File: config.mk
export PLATFORM = sky130hd
export DESIGN_NAME = ascon_dec_ctrl
export DESIGN_NICKNAME = d
export VERILOG_FILES = /design/src/rtl/ascon_dec_ctrl_pkg.sv /design/src/rtl/ascon_dec_ctrl_lfsr.sv /design/src/rtl/ascon_dec_ctrl.sv
export SDC_FILE = /design/constraint.sdc
export NUM_CORES = 1
export LEC_CHECK = 0
export ABC_AREA = 1
export ABC_CLOCK_PERIOD_IN_PS = 2230
export BUFFER_PORTS_ARGS = -buffer_cell sky130_fd_sc_hd__buf_4
export CAP_MARGIN = 20
export CORE_AREA = 2 2 247 249
export DETAILED_ROUTE_END_ITERATION = 10
export DIE_AREA = 0 0 249 251
export PLACE_DENSITY_LB_ADDON = 0.25
export SLEW_MARGIN = 5
export SYNTH_ARGS = -nofsm -noshare
export SYNTH_HDL_FRONTEND = slang
export SYNTH_SLANG_ARGS = --single-unit
File: constraint.sdc
create_clock -name clk -period 2.23 [get_ports clk]
set_clock_uncertainty 0.05 [all_clocks]
set_input_delay 0.3345 -clock clk [delete_from_list [all_inputs] [get_ports clk]]
set_output_delay 0.3345 -clock clk [all_outputs]
set_load 0.03 [all_outputs]
File: src/rtl/ascon_dec_ctrl_pkg.sv
// Shared types and constants for the Ascon decryption sequencer.
package ascon_dec_ctrl_pkg;

  typedef enum logic [2:0] {
    ST_IDLE  = 3'd0,
    ST_LOAD  = 3'd1,
    ST_START = 3'd2,
    ST_WAIT  = 3'd3,
    ST_DELAY = 3'd4,
    ST_READ  = 3'd5,
    ST_DONE  = 3'd6
  } state_e;

  localparam int RND_W = 17;
  localparam logic [RND_W-1:0] LFSR_SEED = 17'h1ACE5;
  localparam int LFSR_TAP_A = 17;
  localparam int LFSR_TAP_B = 14;

  // Serial transfer length: the widest operand, never shorter than the 128-bit nonce/tag.
  function automatic int calc_max(input int k, input int l, input int y);
    int m;
    m = 128;
    if (k > m) m = k;
    if (l > m) m = l;
    if (y > m) m = y;
    return m;
  endfunction

  function automatic logic [15:0] sat_inc16(input logic [15:0] v);
    return (v == 16'hFFFF) ? v : v + 16'd1;
  endfunction

endpackage

File: src/rtl/ascon_dec_ctrl_lfsr.sv
// 17-bit Fibonacci LFSR (taps 17,14) supplying per-cycle share randomness.
module ascon_dec_ctrl_lfsr
  import ascon_dec_ctrl_pkg::*;
(
  input  logic             clk,
  input  logic             rst,
  output logic [RND_W-1:0] rnd_o
);

  logic [RND_W-1:0] lfsr_q;
  logic [RND_W-1:0] lfsr_d;

  always_comb begin
    lfsr_d = {lfsr_q[RND_W-2:0], lfsr_q[LFSR_TAP_A-1] ^ lfsr_q[LFSR_TAP_B-1]};
  end

  always_ff @(posedge clk) begin
    if (rst) lfsr_q <= LFSR_SEED;
    else     lfsr_q <= lfsr_d;
  end

  assign rnd_o = lfsr_q;

endmodule

File: src/rtl/ascon_dec_ctrl.sv
// Host-side sequencer for the bit-serial Ascon decryption core.
// Define ASCON_DEC_CTRL_LFSR_EN to drive share randomness from an LFSR; otherwise it is tied to 0.
module ascon_dec_ctrl
  import ascon_dec_ctrl_pkg::*;
#(
  parameter int K            = 128,
  parameter int L            = 40,
  parameter int Y            = 80,
  parameter int START_CYCLES = 3,
  parameter int READ_DELAY   = 4
) (
  input  logic          clk,
  input  logic          rst,
  input  logic          in_valid,
  output logic          in_ready,
  input  logic [K-1:0]  key_i,
  input  logic [127:0]  nonce_i,
  input  logic [L-1:0]  ad_i,
  input  logic [Y-1:0]  ct_i,
  output logic [2:0]    keyxSI,
  output logic [2:0]    noncexSI,
  output logic [2:0]    associated_dataxSI,
  output logic [2:0]    cipher_textxSI,
  output logic [6:0]    r_64xSI,
  output logic          r_128xSI,
  output logic          r_ptxSI,
  output logic          decryption_startxSI,
  input  logic          plain_textxSO,
  input  logic          tagxSO,
  input  logic          decryption_readyxSO,
  output logic          out_valid,
  input  logic          out_ready,
  output logic [Y-1:0]  pt_o,
  output logic [127:0]  tag_o,
  output logic [15:0]   cycles_o,
  output state_e        dbg_state_o
);

  localparam int MAX   = calc_max(K, L, Y);
  localparam int CNT_W = $clog2(MAX + START_CYCLES + READ_DELAY + 1);
  localparam logic [CNT_W-1:0] XFER_LAST  = CNT_W'(MAX - 1);
  localparam logic [CNT_W-1:0] START_LAST = CNT_W'(START_CYCLES - 1);
  localparam logic [CNT_W-1:0] DELAY_LAST = CNT_W'(READ_DELAY - 1);
  localparam logic [CNT_W-1:0] PT_LIM     = CNT_W'(Y);
  localparam logic [CNT_W-1:0] TAG_LIM    = CNT_W'(128);

  state_e            state_q, state_d;
  logic [CNT_W-1:0]  cnt_q, cnt_d;
  logic [K-1:0]      key_sh_q, key_sh_d;
  logic [127:0]      nonce_sh_q, nonce_sh_d;
  logic [L-1:0]      ad_sh_q, ad_sh_d;
  logic [Y-1:0]      ct_sh_q, ct_sh_d;
  logic [Y-1:0]      pt_q, pt_d;
  logic [127:0]      tag_q, tag_d;
  logic [15:0]       cyc_q, cyc_d;
  logic              in_ready_q, in_ready_d;
  logic              out_valid_q, out_valid_d;
  logic              start_q, start_d;
  logic [RND_W-1:0]  rnd;

  // Handshakes: a transfer happens on a rising edge where valid and ready are both high;
  // in_ready is high only in IDLE and out_valid only in DONE, so the two never overlap.
  always_ff @(posedge clk) begin
    if (rst) begin
      state_q     <= ST_IDLE;
      cnt_q       <= '0;
      key_sh_q    <= '0;
      nonce_sh_q  <= '0;
      ad_sh_q     <= '0;
      ct_sh_q     <= '0;
      pt_q        <= '0;
      tag_q       <= '0;
      cyc_q       <= '0;
      in_ready_q  <= 1'b1;
      out_valid_q <= 1'b0;
      start_q     <= 1'b0;
    end else begin
      state_q     <= state_d;
      cnt_q       <= cnt_d;
      key_sh_q    <= key_sh_d;
      nonce_sh_q  <= nonce_sh_d;
      ad_sh_q     <= ad_sh_d;
      ct_sh_q     <= ct_sh_d;
      pt_q        <= pt_d;
      tag_q       <= tag_d;
      cyc_q       <= cyc_d;
      in_ready_q  <= in_ready_d;
      out_valid_q <= out_valid_d;
      start_q     <= start_d;
    end
  end

  always_comb begin
    state_d = state_q;
    cnt_d   = cnt_q;
    unique case (state_q)
      ST_IDLE: begin
        if (in_valid) begin
          state_d = ST_LOAD;
          cnt_d   = '0;
        end
      end
      ST_LOAD: begin
        if (cnt_q == XFER_LAST) begin
          state_d = ST_START;
          cnt_d   = '0;
        end else begin
          cnt_d = cnt_q + 1'b1;
        end
      end
      ST_START: begin
        if (cnt_q == START_LAST) begin
          state_d = ST_WAIT;
          cnt_d   = '0;
        end else begin
          cnt_d = cnt_q + 1'b1;
        end
      end
      ST_WAIT: begin
        if (decryption_readyxSO) begin
          state_d = ST_DELAY;
          cnt_d   = '0;
        end
      end
      ST_DELAY: begin
        if (cnt_q == DELAY_LAST) begin
          state_d = ST_READ;
          cnt_d   = '0;
        end else begin
          cnt_d = cnt_q + 1'b1;
        end
      end
      ST_READ: begin
        if (cnt_q == XFER_LAST) begin
          state_d = ST_DONE;
          cnt_d   = '0;
        end else begin
          cnt_d = cnt_q + 1'b1;
        end
      end
      ST_DONE: begin
        if (out_ready) state_d = ST_IDLE;
      end
      default: state_d = ST_IDLE;
    endcase
  end

  // Operands shift out MSB first with zero fill, so short operands read as 0 once exhausted
  // and every shift register is empty by the end of LOAD.
  always_comb begin
    key_sh_d    = key_sh_q;
    nonce_sh_d  = nonce_sh_q;
    ad_sh_d     = ad_sh_q;
    ct_sh_d     = ct_sh_q;
    pt_d        = pt_q;
    tag_d       = tag_q;
    cyc_d       = cyc_q;
    in_ready_d  = (state_d == ST_IDLE);
    out_valid_d = (state_d == ST_DONE);
    start_d     = (state_d == ST_START);
    unique case (state_q)
      ST_IDLE: begin
        if (in_valid) begin
          key_sh_d   = key_i;
          nonce_sh_d = nonce_i;
          ad_sh_d    = ad_i;
          ct_sh_d    = ct_i;
        end
      end
      ST_LOAD: begin
        key_sh_d   = {key_sh_q[K-2:0], 1'b0};
        nonce_sh_d = {nonce_sh_q[126:0], 1'b0};
        ad_sh_d    = {ad_sh_q[L-2:0], 1'b0};
        ct_sh_d    = {ct_sh_q[Y-2:0], 1'b0};
      end
      ST_START: begin
        // The count restarts on the first START cycle and covers START plus WAIT.
        cyc_d = (cnt_q == '0) ? 16'd1 : sat_inc16(cyc_q);
      end
      ST_WAIT: begin
        cyc_d = sat_inc16(cyc_q);
      end
      ST_READ: begin
        // Right-shift capture lands sample i at bit i once the register has been filled.
        if (cnt_q < PT_LIM)  pt_d  = {plain_textxSO, pt_q[Y-1:1]};
        if (cnt_q < TAG_LIM) tag_d = {tagxSO, tag_q[127:1]};
      end
      default: ;
    endcase
  end

`ifdef ASCON_DEC_CTRL_LFSR_EN
  ascon_dec_ctrl_lfsr u_lfsr (
    .clk   (clk),
    .rst   (rst),
    .rnd_o (rnd)
  );
`else
  assign rnd = '0;
`endif

  assign keyxSI              = {rnd[7:6], key_sh_q[K-1]};
  assign associated_dataxSI  = {rnd[5:4], ad_sh_q[L-1]};
  assign cipher_textxSI      = {rnd[3:2], ct_sh_q[Y-1]};
  assign noncexSI            = {rnd[1:0], nonce_sh_q[127]};
  assign r_128xSI            = rnd[16];
  assign r_ptxSI             = rnd[15];
  assign r_64xSI             = rnd[14:8];
  assign decryption_startxSI = start_q;
  assign in_ready            = in_ready_q;
  assign out_valid           = out_valid_q;
  assign pt_o                = pt_q;
  assign tag_o               = tag_q;
  assign cycles_o            = cyc_q;
  assign dbg_state_o         = state_q;

endmodule

==> impl_metrics.py <==
metrics = {
    "yosys": {
        "ys_types": 33,
        "syn_area_sq_um": 23600,
        "synth_seq_cells": 614,
        "synth_edf_count": 0,
        "async_reset_ff_frac": 0,
        "synthCells": 2945,
        "avgSynthCellArea_sq_um": 8.02,
        "ys_seq_area_frac": 0.520,
        "synth_warnings": 0,
        "synth_top_flop_cell": "dfxtp_1",
    },
    "sta": {
        "fin_crit_sh": 0.921,
        "rsz0062_at_grt": "false",
        "worst_pin_slew_ns": 0.811,
        "slew_headroom": 0.459,
        "period_needed_ns": 2.05,
        "setup_tns_ns": 0,
        "timing.hold.ws_ns": 0.0239,
        "hold_violations": 0,
        "max_freq_mhz": 487,
        "drv_slew": 0,
        "finalSetupViolCount": 0,
    },
    "detailed_routing": {
        "first_pass_iters": 5,
        "wl_mm": 79.4,
        "drtAntennaViolNets": 0,
        "wire_per_inst_um": 17.0,
        "drt_iter0_drc": 1867,
        "via_per_inst": 5.16,
        "vias": 24100,
        "drc_errors": 0,
    },
    "floorplan": {
        "die_w_um": 249,
        "io_pins": 634,
        "die_h_um": 251,
        "rows": 90,
        "core_sq_um": 59800,
        "start_util": 0.395,
        "dieArea_sq_um": 62500,
    },
    "cells_and_area": {
        "final_common_cell": "nor2_1",
        "final_cell_mix": "1074 x nor2_1, 641 x buf_4, 614 x dfxtp_1",
        "postLayoutCoreUtil": 0.580,
        "syn_to_final_growth_pct": 46.9,
        "fillers": 5159,
        "fin_area_sq_um": 34700,
        "layout-drive-gt1-share": 0.204,
        "final_net_count": 4199,
    },
    "clock_network": {
        "cts_buffer_depth": 3,
        "cts_setup_buffers": 0,
        "clk_pin_slew_ns": 0.06,
        "cts_root_buf": "clkbuf_16",
        "clock_sinks": 614,
        "cts_buffers": 67,
        "htreeDepth": 3,
        "tritoncts": "done",
        "clk_latency_ns": 0.61,
    },
    "pwr": {
        "sw_frac_of_total": 0.254,
        "seqPwrFrac": 0.456,
        "power_density_nw_per_um2": 764,
        "p_clk_frac": 0.417,
        "power_switching_w": 0.00673,
        "leakage_nw": 14.9,
        "combinationalPowerShare": 0.128,
        "p_int_w": 0.0198,
        "p_total_w": 0.0265,
        "ir_worst_vdd_mv": 0.530,
    },
    "critical_path": {
        "worstSetupPathType": "reg2reg",
        "r2r_end": "ct_sh_q[10]",
        "cp.required_ns": 2.71,
        "reg2reg_slack_ns": 0.18,
        "endpoint_kind": "register",
        "r2r-start": "dbg_state_o[1]",
        "ff2ff_path_depth": 6,
        "cp_data_arrival_time_ns": 2.53,
        "crit_start": "dbg_state_o[1]",
        "critPathLaunchType": "register",
        "crit_path_max_fanout": 154,
    },
    "outcome": {
        "status": "finished, final reports clean",
    },
    "global_routing": {
        "grt_max_degree": 155,
        "antenna_found_initial": 20,
        "top_usage_layer": "met2",
        "grt_use_met3": 0.0700,
        "grt_pass1_wl_mm": 125,
        "grtUsageMet2": 0.399,
        "grt_pass1_vias": 23500,
        "gr-usage-met1": 0.298,
        "grt_usage": 0.242,
        "gr-total-overflow": 0,
    },
    "job": {
        "drv_cap": 0,
    },
    "worst_hold_path": {
        "hold_path_depth": 3,
        "hold_end": "nonce_sh_q[122]",
        "min-delay-start": "nonce_i[122]",
        "hp-class": "in2reg",
    },
    "placed_design": {
        "place.gp.congestion": 0.840,
        "place_area_sq_um": 28800,
        "dpl.hpwl_mm": 49.4,
        "port-buffer-count": 616,
    },
}
## cells in the mapped netlist (2+ instances only)
| cell | n | share of area |
|---|---|---|
| inv_1 | 36 | 0.0057 |
| inv_2 | 7 | 0.0011 |
| clkbuf_2 | 9 | 0.0019 |
| buf_1 | 4 | 0.00064 |
| nand4_1 | 13 | 0.0034 |
| nor2_2 | 3 | 0.00079 |
| nor3b_1 | 2 | 0.00064 |
| o21bai_1 | 3 | 0.00095 |
| nand3b_1 | 2 | 0.00064 |
| nand2_1 | 262 | 0.042 |
| nor2_1 | 1074 | 0.17 |
| nor3_1 | 6 | 0.0013 |
| nor2_4 | 2 | 0.00095 |
| a21oi_1 | 21 | 0.0044 |
| buf_4 | 27 | 0.0086 |
| o221ai_1 | 311 | 0.12 |
| o21ai_0 | 219 | 0.046 |
| a31oi_1 | 62 | 0.016 |
| nand2_2 | 5 | 0.0013 |
| clkbuf_1 | 93 | 0.015 |
| nand3_1 | 27 | 0.0057 |
| ha_1 | 4 | 0.0021 |
| clkinv_1 | 2 | 0.00032 |
| dfxtp_1 | 614 | 0.52 |
| o21ai_1 | 3 | 0.00064 |
| buf_6 | 14 | 0.0067 |
| buf_2 | 111 | 0.024 |
| o211ai_1 | 4 | 0.0013 |
## layer usage
metal | share of wire | wire length [um] | vias to the layer above
met2 | 0.47 | 37300 | 816
li1 | - | - | 11800
met3 | 0.079 | 6240 | 193
met1 | 0.42 | 33000 | 11300
met5 | 0.00072 | 57 | -
met4 | 0.034 | 2730 | 10
## critical path, stage by stage (launching register included)
cell and delay (ns):
dfxtp_1 0.40, nor2_1 0.27, nand3_4 0.18, nand2_8 0.14, buf_12 0.41, nor2_1 0.13, nor2_1 0.16
## area by class of cell
type	count	area, sq um	area share
Antenna cell	19	47.5	0.00137
Clock buffer	103	1960	0.0566
Clock inverter	12	219	0.00631
Inverter	45	180	0.00519
Multi-Input combinational cell	2044	9940	0.287
Sequential cell	614	12300	0.354
Tap cell	782	978	0.0282
Timing Repair Buffer	1040	9080	0.262
## cell families (layout without fill, tap and decap cells)
| group | Yosys count | count (layout) | synth area share |
|---|---|---|---|
| adder cells (fa/ha/maj) | 4 | 4 | 0.00212 |
| AND/OR/NAND/NOR | 1398 | 1398 | 0.228 |
| AO/OA/AOI/OAI | 624 | 624 | 0.186 |
| other | 1 | 36 | 0.000159 |
| XOR/XNOR | 1 | 1 | 0.000371 |
| buffers and inverters | 303 | 1200 | 0.0632 |
| flip-flops | 614 | 614 | 0.520 |
## power by group through the flow
| stage | clock network (W) | logic [W] | registers [W] |
|---|---|---|---|
| 2_1_floorplan | 0 | 0.00184 | 0.0122 |
| 3_3_place_gp | 0 | 0.00275 | 0.0123 |
| 3_5_place_dp | 0 | 0.00278 | 0.0123 |
| 4_1_cts | 0.0113 | 0.00335 | 0.0121 |
| 5_1_grt | 0.0118 | 0.00373 | 0.0122 |
| 6_report | 0.0111 | 0.00339 | 0.0121 |
## state kept, by name (all words and copies together) (netlist names)
signal,flops
ad_sh_q,40
cnt_q,8
ct_sh_q,80
cycles_o,16
dbg_state_o,3
decryption_startxSI,1
in_ready,1
key_sh_q,128
nonce_sh_q,128
out_valid,1
pt_o,80
tag_o,128
## per-stage QoR
stage               setup slack, ns  cells
finish                        0.176   4659
global route                 0.0105   4654
CTS                          0.0746   4641
detailed placement           0.0895   4156
global placement              0.172   4156
floorplan                     0.332   2961
## worst max path at each step
stage	slack [ns]	to	depth (start not counted)
2_1_floorplan	0.33	cycles_o[4]	8
3_3_place_gp	0.17	key_sh_q[93]	7
3_5_place_dp	0.09	key_sh_q[80]	7
4_1_cts	0.07	key_sh_q[80]	7
5_1_grt	0.01	nonce_sh_q[35]	7
6_report	0.18	ct_sh_q[10]	6
## repair_timing
action / in CTS / in global routing
hold buffers: 370 / 0
resized for setup: 0 / 4
endpoints found under the setup margin: 0 / 91
endpoints found under the hold margin: 370 / 0
(Power assumes the default switching activity.)
